## src/rtl/mips_mem_pkg.sv

```systemverilog
// Shared types and constants for the MIPS memory-access stage.
// Size encodings, FSM state encoding, timeout defaults and alignment helper.
package mips_mem_pkg;

  localparam int TIMEOUT_DEF = 64;
  localparam int CNT_W_DEF   = 7;

  localparam logic [1:0] SZ_BYTE = 2'b00;
  localparam logic [1:0] SZ_HALF = 2'b01;
  localparam logic [1:0] SZ_WORD = 2'b10;

  typedef enum logic [1:0] {
    ST_IDLE = 2'b00,
    ST_REQ  = 2'b01,
    ST_WAIT = 2'b10,
    ST_DONE = 2'b11
  } mem_state_e;

  // Size 2'b11 is handled as a word access.
  function automatic logic is_misaligned(
    input logic [1:0] sz,
    input logic [1:0] off
  );
    logic m;
    case (sz)
      SZ_BYTE: m = 1'b0;
      SZ_HALF: m = off[0];
      default: m = |off;
    endcase
    return m;
  endfunction

endpackage

```

## src/rtl/mem_stage_load_formatter.sv

```systemverilog
// Load formatter: lane select of a read word plus sign/zero extension.
// Ports: rdata_i word, size_i, off_i (addr[1:0]), uns_i -> data_o.
module load_formatter
  import mips_mem_pkg::*;
(
  input  logic [31:0] rdata_i,
  input  logic [1:0]  size_i,
  input  logic [1:0]  off_i,
  input  logic        uns_i,
  output logic [31:0] data_o
);

  logic [7:0]  byte_l;
  logic [15:0] half_l;

  always_comb begin
    byte_l = rdata_i[8*off_i +: 8];
    half_l = off_i[1] ? rdata_i[31:16] : rdata_i[15:0];
    data_o = rdata_i;
    case (size_i)
      SZ_BYTE: data_o = {{24{byte_l[7] & ~uns_i}}, byte_l};
      SZ_HALF: data_o = {{16{half_l[15] & ~uns_i}}, half_l};
      default: data_o = rdata_i;
    endcase
  end

endmodule

```

## src/rtl/mem_stage.sv

```systemverilog
// MEM stage: runs loads/stores on a req/ready/rvalid data port and stalls.
// Ports: EX/MEM inputs MEM_*, MEM_rdata/mem_stall/misaligned/bus_err, dmem_*.
module mem_stage
  import mips_mem_pkg::*;
#(
  parameter int TIMEOUT = TIMEOUT_DEF,
  parameter int CNT_W   = CNT_W_DEF
) (
  input  logic        clk,
  input  logic        rst_n,
  input  logic        MEM_MemRead,
  input  logic        MEM_MemWrite,
  input  logic [1:0]  MEM_size,
  input  logic        MEM_unsigned,
  input  logic [31:0] MEM_ALU_res,
  input  logic [31:0] MEM_wdata,
  output logic [31:0] MEM_rdata,
  output logic        mem_stall,
  output logic        misaligned,
  output logic        bus_err,
  output logic        dmem_req,
  output logic        dmem_we,
  output logic [31:0] dmem_addr,
  output logic [3:0]  dmem_be,
  output logic [31:0] dmem_wdata,
  input  logic        dmem_ready,
  input  logic        dmem_rvalid,
  input  logic [31:0] dmem_rdata
);

  mem_state_e state_q, state_d;
  logic [CNT_W-1:0] cnt_q, cnt_d;

  logic        we_q, we_d;
  logic [3:0]  be_q, be_d;
  logic [31:0] addr_q, addr_d;
  logic [31:0] wdata_q, wdata_d;
  logic [1:0]  size_q, size_d;
  logic        uns_q, uns_d;
  logic [1:0]  off_q, off_d;
  logic [31:0] rdata_q, rdata_d;
  logic        mis_q, mis_d;
  logic        berr_q, berr_d;

  logic        op;
  logic        mis_now;
  logic        tmo;
  logic [3:0]  be_new;
  logic [31:0] wd_new;
  logic [31:0] fmt;

  load_formatter u_fmt (
    .rdata_i (dmem_rdata),
    .size_i  (size_q),
    .off_i   (off_q),
    .uns_i   (uns_q),
    .data_o  (fmt)
  );

  assign op      = MEM_MemRead | MEM_MemWrite;
  assign mis_now = is_misaligned(MEM_size, MEM_ALU_res[1:0]);
  // Last allowed cycle of REQ+WAIT.
  assign tmo     = (cnt_q == CNT_W'(TIMEOUT - 1));

  always_comb begin
    be_new = 4'b1111;
    wd_new = MEM_wdata;
    case (MEM_size)
      SZ_BYTE: begin
        be_new = 4'b0001 << MEM_ALU_res[1:0];
        wd_new = {4{MEM_wdata[7:0]}};
      end
      SZ_HALF: begin
        be_new = MEM_ALU_res[1] ? 4'b1100 : 4'b0011;
        wd_new = {2{MEM_wdata[15:0]}};
      end
      default: begin
        be_new = 4'b1111;
        wd_new = MEM_wdata;
      end
    endcase
  end

  always_comb begin
    state_d   = state_q;
    cnt_d     = cnt_q;
    we_d      = we_q;
    be_d      = be_q;
    addr_d    = addr_q;
    wdata_d   = wdata_q;
    size_d    = size_q;
    uns_d     = uns_q;
    off_d     = off_q;
    rdata_d   = rdata_q;
    mis_d     = 1'b0;
    berr_d    = 1'b0;
    mem_stall = 1'b0;
    dmem_req  = 1'b0;
    unique case (state_q)
      ST_IDLE: begin
        cnt_d = '0;
        if (op) begin
          if (mis_now) begin
            mis_d = 1'b1;
          end else begin
            mem_stall = 1'b1;
            // Write wins when both read and write are flagged.
            we_d      = MEM_MemWrite;
            be_d      = be_new;
            addr_d    = {MEM_ALU_res[31:2], 2'b00};
            wdata_d   = wd_new;
            size_d    = MEM_size;
            uns_d     = MEM_unsigned;
            off_d     = MEM_ALU_res[1:0];
            state_d   = ST_REQ;
          end
        end
      end
      ST_REQ: begin
        mem_stall = 1'b1;
        dmem_req  = 1'b1;
        cnt_d     = cnt_q + CNT_W'(1);
        if (dmem_ready) begin
          state_d = we_q ? ST_DONE : ST_WAIT;
        end else if (tmo) begin
          berr_d  = 1'b1;
          state_d = ST_DONE;
          if (!we_q) rdata_d = '0;
        end
      end
      ST_WAIT: begin
        mem_stall = 1'b1;
        cnt_d     = cnt_q + CNT_W'(1);
        if (dmem_rvalid) begin
          rdata_d = fmt;
          state_d = ST_DONE;
        end else if (tmo) begin
          berr_d  = 1'b1;
          rdata_d = '0;
          state_d = ST_DONE;
        end
      end
      ST_DONE: begin
        cnt_d   = '0;
        state_d = ST_IDLE;
      end
      default: state_d = ST_IDLE;
    endcase
  end

  always_ff @(posedge clk or negedge rst_n) begin
    if (!rst_n) begin
      state_q <= ST_IDLE;
      cnt_q   <= '0;
      we_q    <= 1'b0;
      be_q    <= '0;
      addr_q  <= '0;
      wdata_q <= '0;
      size_q  <= '0;
      uns_q   <= 1'b0;
      off_q   <= '0;
      rdata_q <= '0;
      mis_q   <= 1'b0;
      berr_q  <= 1'b0;
    end else begin
      state_q <= state_d;
      cnt_q   <= cnt_d;
      we_q    <= we_d;
      be_q    <= be_d;
      addr_q  <= addr_d;
      wdata_q <= wdata_d;
      size_q  <= size_d;
      uns_q   <= uns_d;
      off_q   <= off_d;
      rdata_q <= rdata_d;
      mis_q   <= mis_d;
      berr_q  <= berr_d;
    end
  end

  assign MEM_rdata  = rdata_q;
  assign misaligned = mis_q;
  assign bus_err    = berr_q;
  assign dmem_we    = we_q;
  assign dmem_addr  = addr_q;
  assign dmem_be    = be_q;
  assign dmem_wdata = wdata_q;

endmodule

```

## config.mk

```make
export PLATFORM = sky130hd
export DESIGN_NAME = mem_stage
export DESIGN_NICKNAME = d
export VERILOG_FILES = /design/src/rtl/mips_mem_pkg.sv /design/src/rtl/mem_stage_load_formatter.sv /design/src/rtl/mem_stage.sv
export SDC_FILE = /design/constraint.sdc
export NUM_CORES = 1
export LEC_CHECK = 0
export CORE_UTILIZATION = 45
export DETAILED_ROUTE_END_ITERATION = 16
export DONT_BUFFER_PORTS = 1
export GPL_TIMING_DRIVEN = 0
export MAX_ROUTING_LAYER = met4
export SLEW_MARGIN = 30
export SYNTH_ARGS = -nofsm -noshare
export SYNTH_HDL_FRONTEND = slang
export SYNTH_SLANG_ARGS = --single-unit
```

## constraint.sdc

```tcl
create_clock -name clk -period 2.12 [get_ports clk]
set_input_delay 0.424 -clock clk [delete_from_list [all_inputs] [get_ports clk]]
set_output_delay 0.424 -clock clk [all_outputs]
set_load 0.05 [all_outputs]
```

==> implementation parameters, run 1 <==
Parameter                              Value

Setup path
  Critical path arrival ... 1.81 ns
  Element type at the critical path start ... register
  Class of the most critical setup path ... register to output port
  Crit Path Max Fanout ... 2
  Crit-path cells ... inv_2, ha_4, o21ai_4, or3_4, a21oi_4
  Critical path required time ... 1.70 ns
  R2R Setup Slk ... 0.10 ns
  Category of the worst setup path capture point ... output port
  End of the worst register-to-register path ... MEM_rdata[3]
  Critical register-to-register path startpoint ... state_q[1]
  Slowest cell on the critical path ... sky130_fd_sc_hd__dfrtp_1
  Max incr delay on CP ... 0.39 ns
  Worst-case reg-to-reg path depth ... 8
  Number of buffer and inverter instances along the worst setup path ... 1
  Delay-heaviest family, CP ... compound AO/OA/AOI/OAI gates

Finish
  Non-filler instance count after layout ... 634
  Core occupancy in the finished layout ... 0.542
  Relative area change from synthesis to final layout ... 17.5%
  Fin nets ... 586
  Diodes inserted ... 0
  Share of layout cells above drive strength 1 ... 0.257
  Design Area, Final ... 6480 um2

Logic synthesis
  Leading area contributor after synthesis ... sky130_fd_sc_hd__dfrtp_1
  Area share of the largest cell type after synthesis ... 0.522
  Post-synth cell types ... 50
  Count leader, synth ... sky130_fd_sc_hd__dfrtp_1
  Ranking of synthesized cells by area ... sky130_fd_sc_hd__dfrtp_1, sky130_fd_sc_hd__mux2_4, sky130_fd_sc_hd__o2bb2ai_1
  Cell Area, Synth ... 5510 um2
  Post-Syn Instances ... 446
  Avg Inst Size Synth ... 12.4 um2
  Top cells by instance count after synthesis ... sky130_fd_sc_hd__dfrtp_1, sky130_fd_sc_hd__mux2_4, sky130_fd_sc_hd__nand2_1, sky130_fd_sc_hd__o2bb2ai_1, sky130_fd_sc_hd__mux2i_1
  Flip-flop cell with the highest count after synthesis ... sky130_fd_sc_hd__dfrtp_1
  Sequential fraction of the synthesis area ... 0.522
  Synth Register Bits ... 115
  Count of warnings emitted by yosys ... 0
  Count of flip-flops with a built-in enable after synthesis ... 0
  Share of async-settable or async-resettable flops after synthesis ... 1.00

Power and ir drop
  LEAKAGE ... 2.96 nW
  Peak ir drop on the vdd network ... 0.922 mV
  Power density over the cells ... 2080 nW/um2
  Power, Total ... 13.4 mW

Global route
  Largest net degree at the start of global routing ... 116
  Via count of the first global-routing pass ... 3826
  Remaining global-route overflow ... 0
  Global-route wire length before repair ... 21400 um
  All-Layer GR Usage ... 0.231
  Number of antenna violations at the first check in global routing ... 0

Clocking
  TritonCTS buffer count ... 17
  Worst-case clock buffer depth ... 2
  Worst skew pair latency ... 0.42 ns
  TritonCTS clock tree ... done
  CTS Root Buffer Type ... sky130_fd_sc_hd__clkbuf_16
  Clock-pin slew of the registers on the worst-case setup and hold paths ... 0.06 ns
  Number of H-tree levels ... 4
  Number of sinks on the clock net ... 115

Die
  Initial cell density of the core ... 0.461
  Area inside the core boundary ... 12000 um2
  DIE HEIGHT ... 113 um
  Chip Width ... 113 um
  Io pins ... 210
  Overall die area ... 12700 um2
  # rows ... 40

STA
  Final Setup Violations ... 1
  Post-route worst setup slack ... -0.110 ns
  Accumulated negative setup slack ... -0.110 ns
  Number of hold violations in the final report ... 115
  Setup Skew ... 0.0101 ns
  Maximum frequency from static timing analysis ... 449 MHz
  Smallest hold slack ... -0.295 ns
  Shortest clock period the worst path allows after layout ... 2.23 ns
  Max-slew violations ... 0
  Slew margin rel. ... 0.390
  Unrepaired setup endpoints after global routing ... true
  Worst-Margin Slew ... 0.912 ns
  Final period util ... 1.05

Placed design
  Hpwl dp ... 9790 um
  Final estimated routing congestion in global placement ... 0.803
  Placement Setup Slack ... -0.403 ns
  Post-detailed-placement cell area ... 5720 um2
  Total instance count after detailed placement ... 594
  Number of port buffers ... 0

Detailed routing
  Per-cell via count in the routed design ... 5.92
  Routed Wire Length ... 13800 um
  Met2 WL post-DR ... 6590 um
  M1 wire length ... 5730 um
  Routed length per instance ... 21.7 um
  DRC viols ... 0
  Detail Route Antenna Nets ... 0
  Initial drt markers ... 343
  Routed via count ... 3752
  Detailed Routing Iterations Pass 1 ... 6
  Top layer in use ... met4
  Detailed route wirelength on metal3 ... 1110 um

Run
  Max-capacitance violation count ... 0

Hold path
  Class of the tightest hold or removal check ... input pin to async pin

Status
  Violations in the final reports ... hold timing, setup timing
  Run status ... complete, but fails checks
layout make-up:
cell class	instances	area [um2]
clock inverters	13	184
repair buffers	9	67.6
multi-input cells	297	2540
fillers	1031	5480
well taps	147	184
plain buffers	27	155
inverters	7	26.3
clock buffers	19	443
flip-flops and latches	115	2880
worst register-to-register path, stage by stage, from the launching register on:
cell                        delay (ns)
sky130_fd_sc_hd__dfrtp_1          0.39
sky130_fd_sc_hd__inv_2            0.09
sky130_fd_sc_hd__buf_4            0.13
sky130_fd_sc_hd__ha_4             0.27
sky130_fd_sc_hd__nor2b_4          0.22
sky130_fd_sc_hd__nor4b_2          0.23
sky130_fd_sc_hd__o22ai_2          0.17
sky130_fd_sc_hd__clkbuf_4         0.23
sky130_fd_sc_hd__o2bb2ai_1        0.16
registers in the layout, indices dropped and copies added (netlist names):
name / flops
MEM_rdata: 32
dmem_wdata: 32
dmem_addr: 30
cnt_q: 7
dmem_be: 4
off_q: 2
size_q: 2
state_q: 2
bus_err: 1
dmem_we: 1
misaligned: 1
uns_q: 1
worst max path at each step:
stage / startpoint / end / slack (ns) / cells past startpoint
after floorplan: MEM_size[1] / mem_stall / -0.13 / 6
after global placement: state_q[1] / mem_stall / -0.35 / 7
after detailed placement: state_q[0] / mem_stall / -0.40 / 7
after CTS: state_q[1] / mem_stall / -0.19 / 5
after global routing: state_q[1] / mem_stall / -0.15 / 5
final: state_q[1] / mem_stall / -0.11 / 5
placed cells by master (no fill, tap or decap), types with 9 or more instances in the layout:
master and instances:
sky130_fd_sc_hd__dfrtp_1 115, sky130_fd_sc_hd__mux2_4 40, sky130_fd_sc_hd__o2bb2ai_1 31, sky130_fd_sc_hd__nand2_1 30, sky130_fd_sc_hd__mux2i_1 26, sky130_fd_sc_hd__nor2_1 23
sky130_fd_sc_hd__o21ai_0 23, sky130_fd_sc_hd__nor2b_1 20, sky130_fd_sc_hd__clkbuf_16 17, sky130_fd_sc_hd__clkbuf_1 15, sky130_fd_sc_hd__a21oi_1 12, sky130_fd_sc_hd__buf_4 12
sky130_fd_sc_hd__mux2_2 11, sky130_fd_sc_hd__o21ai_1 9
logic make-up after synthesis:
family,share of synthesized area
flops,0.522
compound gates,0.155
simple gates,0.0831
mux,0.183
buf+inv,0.0340
fa+ha+maj,0.0159
xor+xnor,0.00635
other cells,0.000680
metal layers:
layer / global-route usage / vias to the layer above
met1: 0.274 / 1837
met4: 0.104 / 0
li1: - / 1703
met3: 0.0782 / 29
met2: 0.356 / 183
met5: - / -
power breakdown:
part / internal [mW] / switching, mW / total (mW)
logic: 1.68 / 1.40 / 3.07
clock network: 1.99 / 1.02 / 3.01
registers: 3.15 / 4.20 / 7.36
repair_timing:
item                       in CTS  in global routing
setup buffers                   7                  2
setup endpoints to repair      32                 31
pin swaps                       3                  4
gates cloned                    1                  0
hold endpoints to repair      115                115
gates resized for setup        13                  6
No activity file was read; power rests on OpenSTA's default activity.
==> run 2: changes to the inputs <==
Settings changed: GPL_ROUTABILITY_DRIVEN set to 0.
==> results of run 2 <==
Same layout as run 1: the final DEF is identical, and so are final timing and power.
==> run 3: changes to the inputs <==
Settings changed: RECOVER_POWER set to 50.
==> results of run 3 <==
Same layout as run 1: the final DEF is identical, and so are final timing and power.
